`src/rtl/drive_arbiter.sv`:
```
// drive_arbiter: chooses between the manual and autonomous command paths,
// ramps the motor duty up and down on tick strobes, and forces an
// emergency stop that is held until stop has been low for HOLD_TICKS ticks.
// Direction is only reloaded from IDLE, where duty is always zero.
module drive_arbiter #(
  parameter logic [7:0]  DUTY_MAX   = 8'd200,
  parameter logic [7:0]  RAMP_STEP  = 8'd4,
  parameter logic [15:0] HOLD_TICKS = 16'd50
) (
  input  logic       clk,
  input  logic       rst,
  input  logic       tick,
  input  logic       stop,
  input  logic [1:0] man_drive,
  input  logic [1:0] man_direc,
  input  logic       auto_req,
  input  logic [1:0] auto_drive,
  input  logic [1:0] auto_direc,
  output logic       auto_gnt,
  output logic [7:0] duty,
  output logic       dir_rev,
  output logic [1:0] steer,
  output logic [2:0] state,
  output logic       estop
);

  typedef enum logic [2:0] {
    S_IDLE    = 3'd0,
    S_RAMP_UP = 3'd1,
    S_RUN     = 3'd2,
    S_RAMP_DN = 3'd3,
    S_ESTOP   = 3'd4
  } state_t;

  state_t      state_reg, state_next;
  logic [7:0]  duty_reg, duty_next;
  logic        dir_rev_reg, dir_rev_next;
  logic [1:0]  steer_reg, steer_next;
  logic        auto_gnt_reg, auto_gnt_next;
  logic        estop_reg, estop_next;
  logic [15:0] hold_cnt_reg, hold_cnt_next;

  logic        man_act;
  logic [1:0]  cmd_drive;
  logic [1:0]  cmd_direc;
  logic        cmd_act;
  logic        cmd_rev;
  logic        cmd_match;
  logic [8:0]  duty_up_wide;
  logic [7:0]  duty_up;
  logic [7:0]  duty_dn;
  logic [15:0] hold_inc;

  // Command selection: manual preempts auto combinationally in the same cycle.
  always_comb begin
    man_act   = (man_drive == 2'b01) || (man_drive == 2'b10);
    cmd_drive = 2'b00;
    cmd_direc = 2'b00;
    if (man_act) begin
      cmd_drive = man_drive;
      cmd_direc = man_direc;
    end else if (auto_gnt_reg) begin
      cmd_drive = auto_drive;
      cmd_direc = auto_direc;
    end
    cmd_act   = (cmd_drive == 2'b01) || (cmd_drive == 2'b10);
    cmd_rev   = (cmd_drive == 2'b10);
    cmd_match = cmd_act && (cmd_rev == dir_rev_reg);
  end

  // Ramp arithmetic; the up step is done at 9 bits so it saturates instead of wrapping.
  always_comb begin
    duty_up_wide = {1'b0, duty_reg} + {1'b0, RAMP_STEP};
    duty_up      = (duty_up_wide > {1'b0, DUTY_MAX}) ? DUTY_MAX : duty_up_wide[7:0];
    duty_dn      = (duty_reg > RAMP_STEP) ? (duty_reg - RAMP_STEP) : 8'd0;
    hold_inc     = hold_cnt_reg + 16'd1;
  end

  // Next-state and next-output logic; a taken transition never steps duty.
  always_comb begin
    state_next    = state_reg;
    duty_next     = duty_reg;
    dir_rev_next  = dir_rev_reg;
    hold_cnt_next = hold_cnt_reg;

    if (stop) begin
      state_next    = S_ESTOP;
      duty_next     = 8'd0;
      hold_cnt_next = 16'd0;
    end else begin
      case (state_reg)
        S_IDLE: begin
          duty_next = 8'd0;
          if (cmd_act) begin
            dir_rev_next = cmd_rev;
            state_next   = S_RAMP_UP;
          end
        end
        S_RAMP_UP: begin
          if (!cmd_match) begin
            state_next = S_RAMP_DN;
          end else if (duty_reg == DUTY_MAX) begin
            state_next = S_RUN;
          end else if (tick) begin
            duty_next = duty_up;
          end
        end
        S_RUN: begin
          duty_next = DUTY_MAX;
          if (!cmd_match) begin
            state_next = S_RAMP_DN;
          end
        end
        S_RAMP_DN: begin
          if (cmd_match) begin
            state_next = S_RAMP_UP;
          end else if (duty_reg == 8'd0) begin
            state_next = S_IDLE;
          end else if (tick) begin
            duty_next = duty_dn;
          end
        end
        S_ESTOP: begin
          duty_next = 8'd0;
          if (tick) begin
            hold_cnt_next = hold_inc;
            if (hold_inc == HOLD_TICKS) begin
              state_next = S_IDLE;
            end
          end
        end
        default: begin
          state_next = S_IDLE;
          duty_next  = 8'd0;
        end
      endcase
    end
  end

  // Registered side outputs: grant, steering (11 folded to straight) and estop flag.
  always_comb begin
    auto_gnt_next = auto_req && !man_act && !stop && (state_reg != S_ESTOP);
    if (state_next == S_ESTOP) begin
      steer_next = 2'b00;
    end else if (cmd_direc == 2'b11) begin
      steer_next = 2'b00;
    end else begin
      steer_next = cmd_direc;
    end
    estop_next = (state_next == S_ESTOP);
  end

  // State and output registers with synchronous reset.
  always_ff @(posedge clk) begin
    if (rst) begin
      state_reg    <= S_IDLE;
      duty_reg     <= 8'd0;
      dir_rev_reg  <= 1'b0;
      steer_reg    <= 2'b00;
      auto_gnt_reg <= 1'b0;
      estop_reg    <= 1'b0;
      hold_cnt_reg <= 16'd0;
    end else begin
      state_reg    <= state_next;
      duty_reg     <= duty_next;
      dir_rev_reg  <= dir_rev_next;
      steer_reg    <= steer_next;
      auto_gnt_reg <= auto_gnt_next;
      estop_reg    <= estop_next;
      hold_cnt_reg <= hold_cnt_next;
    end
  end

  assign state    = state_reg;
  assign duty     = duty_reg;
  assign dir_rev  = dir_rev_reg;
  assign steer    = steer_reg;
  assign auto_gnt = auto_gnt_reg;
  assign estop    = estop_reg;

endmodule

```
`config.mk`:
```
export PLATFORM = sky130hd
export DESIGN_NAME = drive_arbiter
export DESIGN_NICKNAME = d
export VERILOG_FILES = /design/src/rtl/drive_arbiter.sv
export SDC_FILE = /design/constraint.sdc
export NUM_CORES = 1
export LEC_CHECK = 0
export ABC_AREA = 1
export CORE_ASPECT_RATIO = 0.9
export CORE_MARGIN = 4
export CORE_UTILIZATION = 40
export CTS_CLUSTER_SIZE = 20
export DETAILED_ROUTE_END_ITERATION = 10
export GPL_ROUTABILITY_DRIVEN = 0
export HOLD_SLACK_MARGIN = 0.03
export PLACE_DENSITY = 0.61
export SLEW_MARGIN = 20
export SYNTH_ARGS = -nofsm -noshare
export SYNTH_HDL_FRONTEND = slang
export SYNTH_SLANG_ARGS = --single-unit
```
`constraint.sdc`:
```
create_clock -name clk -period 1.96 [get_ports clk]
set_input_delay 0.392 -clock clk [delete_from_list [all_inputs] [get_ports clk]]
set_output_delay 0.392 -clock clk [all_outputs]
set_load 0.1 [all_outputs]
```
==> impl_metrics.toml <==
[setup_path]
start_kind = "input port"
end_kind = "flop"
worst_path_most_repeated_cell = "nand2_2"
cp.required_ps = 2100
crit_fanout = 7
r2r-end = "duty[7]"
slowest_delay_ps = 280
worstSetupPathType = "input port to flop"
crit_path_cell_trace = "buf_2, nor2_2, inv_2, buf_4, nand2_1, ha_2, nor2_2, nand2_2, nand2_2, nand2_2, a31oi_4, nor2_4, nand2_1, a21oi_1"
cp.arrival_ps = 1970
critical_path.startpoint = "man_drive[0]"
timing.rr.start = "auto_gnt"
r2r_cells = 10
slowest_stage = "a31oi_4"
crit_path_end = "duty[7]"
reg2reg_slack_ps = 140
crit_family = "simple AND/OR/NAND/NOR gates"
worst-path-stages = 14
path_buf_inv = 3

[synthesis]
synth_largest_area_cell = "dfxtp_1"
ys_async_sr_fraction_pct = 0
synth_top_cells_by_count = "nand2_1, inv_1, nor2_1"
synthFlopType = "dfxtp_1"
synth-seq-area-share_pct = 28.7
synthCells = 339
synth_warnings = 0
synth.avg_cell_area_um2 = 6.17
yosysMostFrequentCell = "nand2_1"
yosysTopAreaCellShare_pct = 28.7
synthTopCellsByArea = "dfxtp_1, nand2_1, inv_1"
synth_edf_count = 0
syn_area_um2 = 2090
ys_types = 30
ys_seq_elements = 30

[detailed_routing]
drtPass1Iterations = 4
drc_errors = 0
avgRoutedWirePerCell_um = 11.2
via_per_inst = 4.73
first_iter_violations = 68
dr_total_vias = 2162
drt_wl_total_um = 5130
detail-route-antenna-nets = 0

[power]
p_clk_share_pct = 38.8
powerDensity_nw_per_um2 = 544
comb_power_share_pct = 18.7
p_switching_uw = 420
p_leak_nw = 1.26
power_frac_seq_pct = 42.5
vdd_drop_max_mv = 0.352
swShare_pct = 27.9
p_int_mw = 1.08
p_total_mw = 1.50

[cts]
clockBufferDepth = 2
cts.sinks = 30
clockRootBuffer = "clkbuf_8"
cts-hold-fix-buffers = 0
cts_tree = "done"
cts.reportedPaths.clkPinSlew_ps = 60
clk_latency_ps = 280
numCtsBuffers = 5
ctsHtreeMaxLevel = 2

[global_route]
grt_usage_pct = 16.4
met1_usage_pct = 20.3
grt_overflow_total = 0
grtUsageMet3_pct = 3.68
grt_pass1_wl_um = 8850
antenna_found_initial = 0
grt-busiest-layer = "met2"
met2_usage_pct = 28.5
grt_pass1_vias = 2037
grt_max_degree = 18

[sta]
hold_violations = 0
fin_crit_sh_pct = 93.7
fin_skew_ps = 6.78
finalSetupViolCount = 0
fin_crit_ps = 1840
worst-slew-pin-transition_ps = 585
relSlewSlack_pct = 61.0
fmax_mhz = 545
rsz0062_at_grt = "no"
slew_violations = 0
worst_slack_ps = 124

[floorplanning]
ioPinCount = 29
initial_core_util_pct = 42.2
dieArea_um2 = 6460
coreArea_um2 = 4950
num_rows = 24
fp.dieW_um = 84.3
die_h_um = 76.6

[place]
place_ws_ps = -633
place_hpwl_um = 3860
postPlaceCellArea_um2 = 2530
portBuffers = 26

[outcome]
status = "finished clean"

[hold_path]
hold_class = "flop to flop"

[flow_run]
cap_violations = 0

[cells_and_area]
n_antenna_cell = 0
final_area_um2 = 2760
utilization_pct = 55.8
largest_reg_flops = 16
nets = 412
drive_above_1_share_pct = 24.2
nFillCells = 487
syn_to_final_growth_pct = 32.0
==> layout by cell type (no fill, tap or decap), types with 6 or more instances in the layout <==
cell type / n
inv_1: 45
clkdlybuf4s50_1: 8
clkbuf_8: 8
inv_2: 6
nand4_1: 7
nand2_2: 10
dfxtp_2: 8
buf_4: 36
xor2_1: 7
a21oi_1: 21
nand2_1: 79
nor2_2: 6
nand3_1: 21
o21ai_0: 22
dfxtp_1: 20
ha_1: 7
nor2_1: 39
==> worst min-delay path by stage <==
stage,startpoint,endpoint,cells after the start
detailed placement,dir_rev,dir_rev,2
finish,dir_rev,dir_rev,2
floorplan,stop,state[1],1
CTS,dir_rev,dir_rev,2
global placement,dir_rev,dir_rev,2
global route,dir_rev,dir_rev,2
==> final cells by class <==
cell class	count	area [um^2]	share of cell area (%)
Timing Repair Buffer	51	438	15.9
Inverter	54	208	7.52
Clock buffer	8	110	3.99
Tap cell	65	81.3	2.94
Sequential cell	30	618	22.4
Multi-Input combinational cell	249	1310	47.3
==> power groups by stage <==
| stage | Combinational (mW) | Clock, mW | Sequential [mW] |
|---|---|---|---|
| floorplan | 0.116 | 0 | 0.701 |
| global placement | 0.255 | 0 | 0.652 |
| detailed placement | 0.257 | 0 | 0.652 |
| CTS | 0.273 | 0.602 | 0.639 |
| global route | 0.307 | 0.632 | 0.642 |
| finish | 0.281 | 0.583 | 0.639 |
==> cells by family (layout without fill, tap and decap cells) <==
kind of cell	after synthesis	after routing	synth area share, %
other cells	1	2	0.179
xor+xnor	7	7	2.93
fa+ha+maj	8	8	4.78
simple gates	173	173	35.9
flops	30	30	28.7
compound gates	59	59	16.0
buf+inv	61	113	11.6
==> worst register-to-register path, stage by stage (launching register included) <==
cell     delay (ps)
dfxtp_4         360
a31oi_2         180
ha_2            300
nor2_2          110
nand2_2          80
nand2_2          90
nand2_2          60
a31oi_4         280
nor2_4           90
nand2_1          80
a21oi_1          60
==> through the flow <==
| step | setup TNS (ps) | hold slack (ps) | std cells |
|---|---|---|---|
| finish | 0 | 487 | 457 |
| detailed placement | -4910 | 474 | 439 |
| floorplan | 0 | 464 | 340 |
| CTS | 0 | 483 | 452 |
| global route | 0 | 532 | 457 |
| global placement | -4170 | 469 | 439 |
==> routing by layer <==
metal,vias to the layer above,part of all wire [%]
met3,5,2.4
met4,0,1.0
li1,1191,-
met1,948,48
met5,-,0
met2,18,48
==> repair_timing <==
item	CTS	global route
hold endpoints to repair	0	0
setup endpoints to repair	8	8
gates resized for setup	17	18
buffers inserted	5	5
pin swaps	12	15
Note: power is estimated with default switching activity, not from simulation.
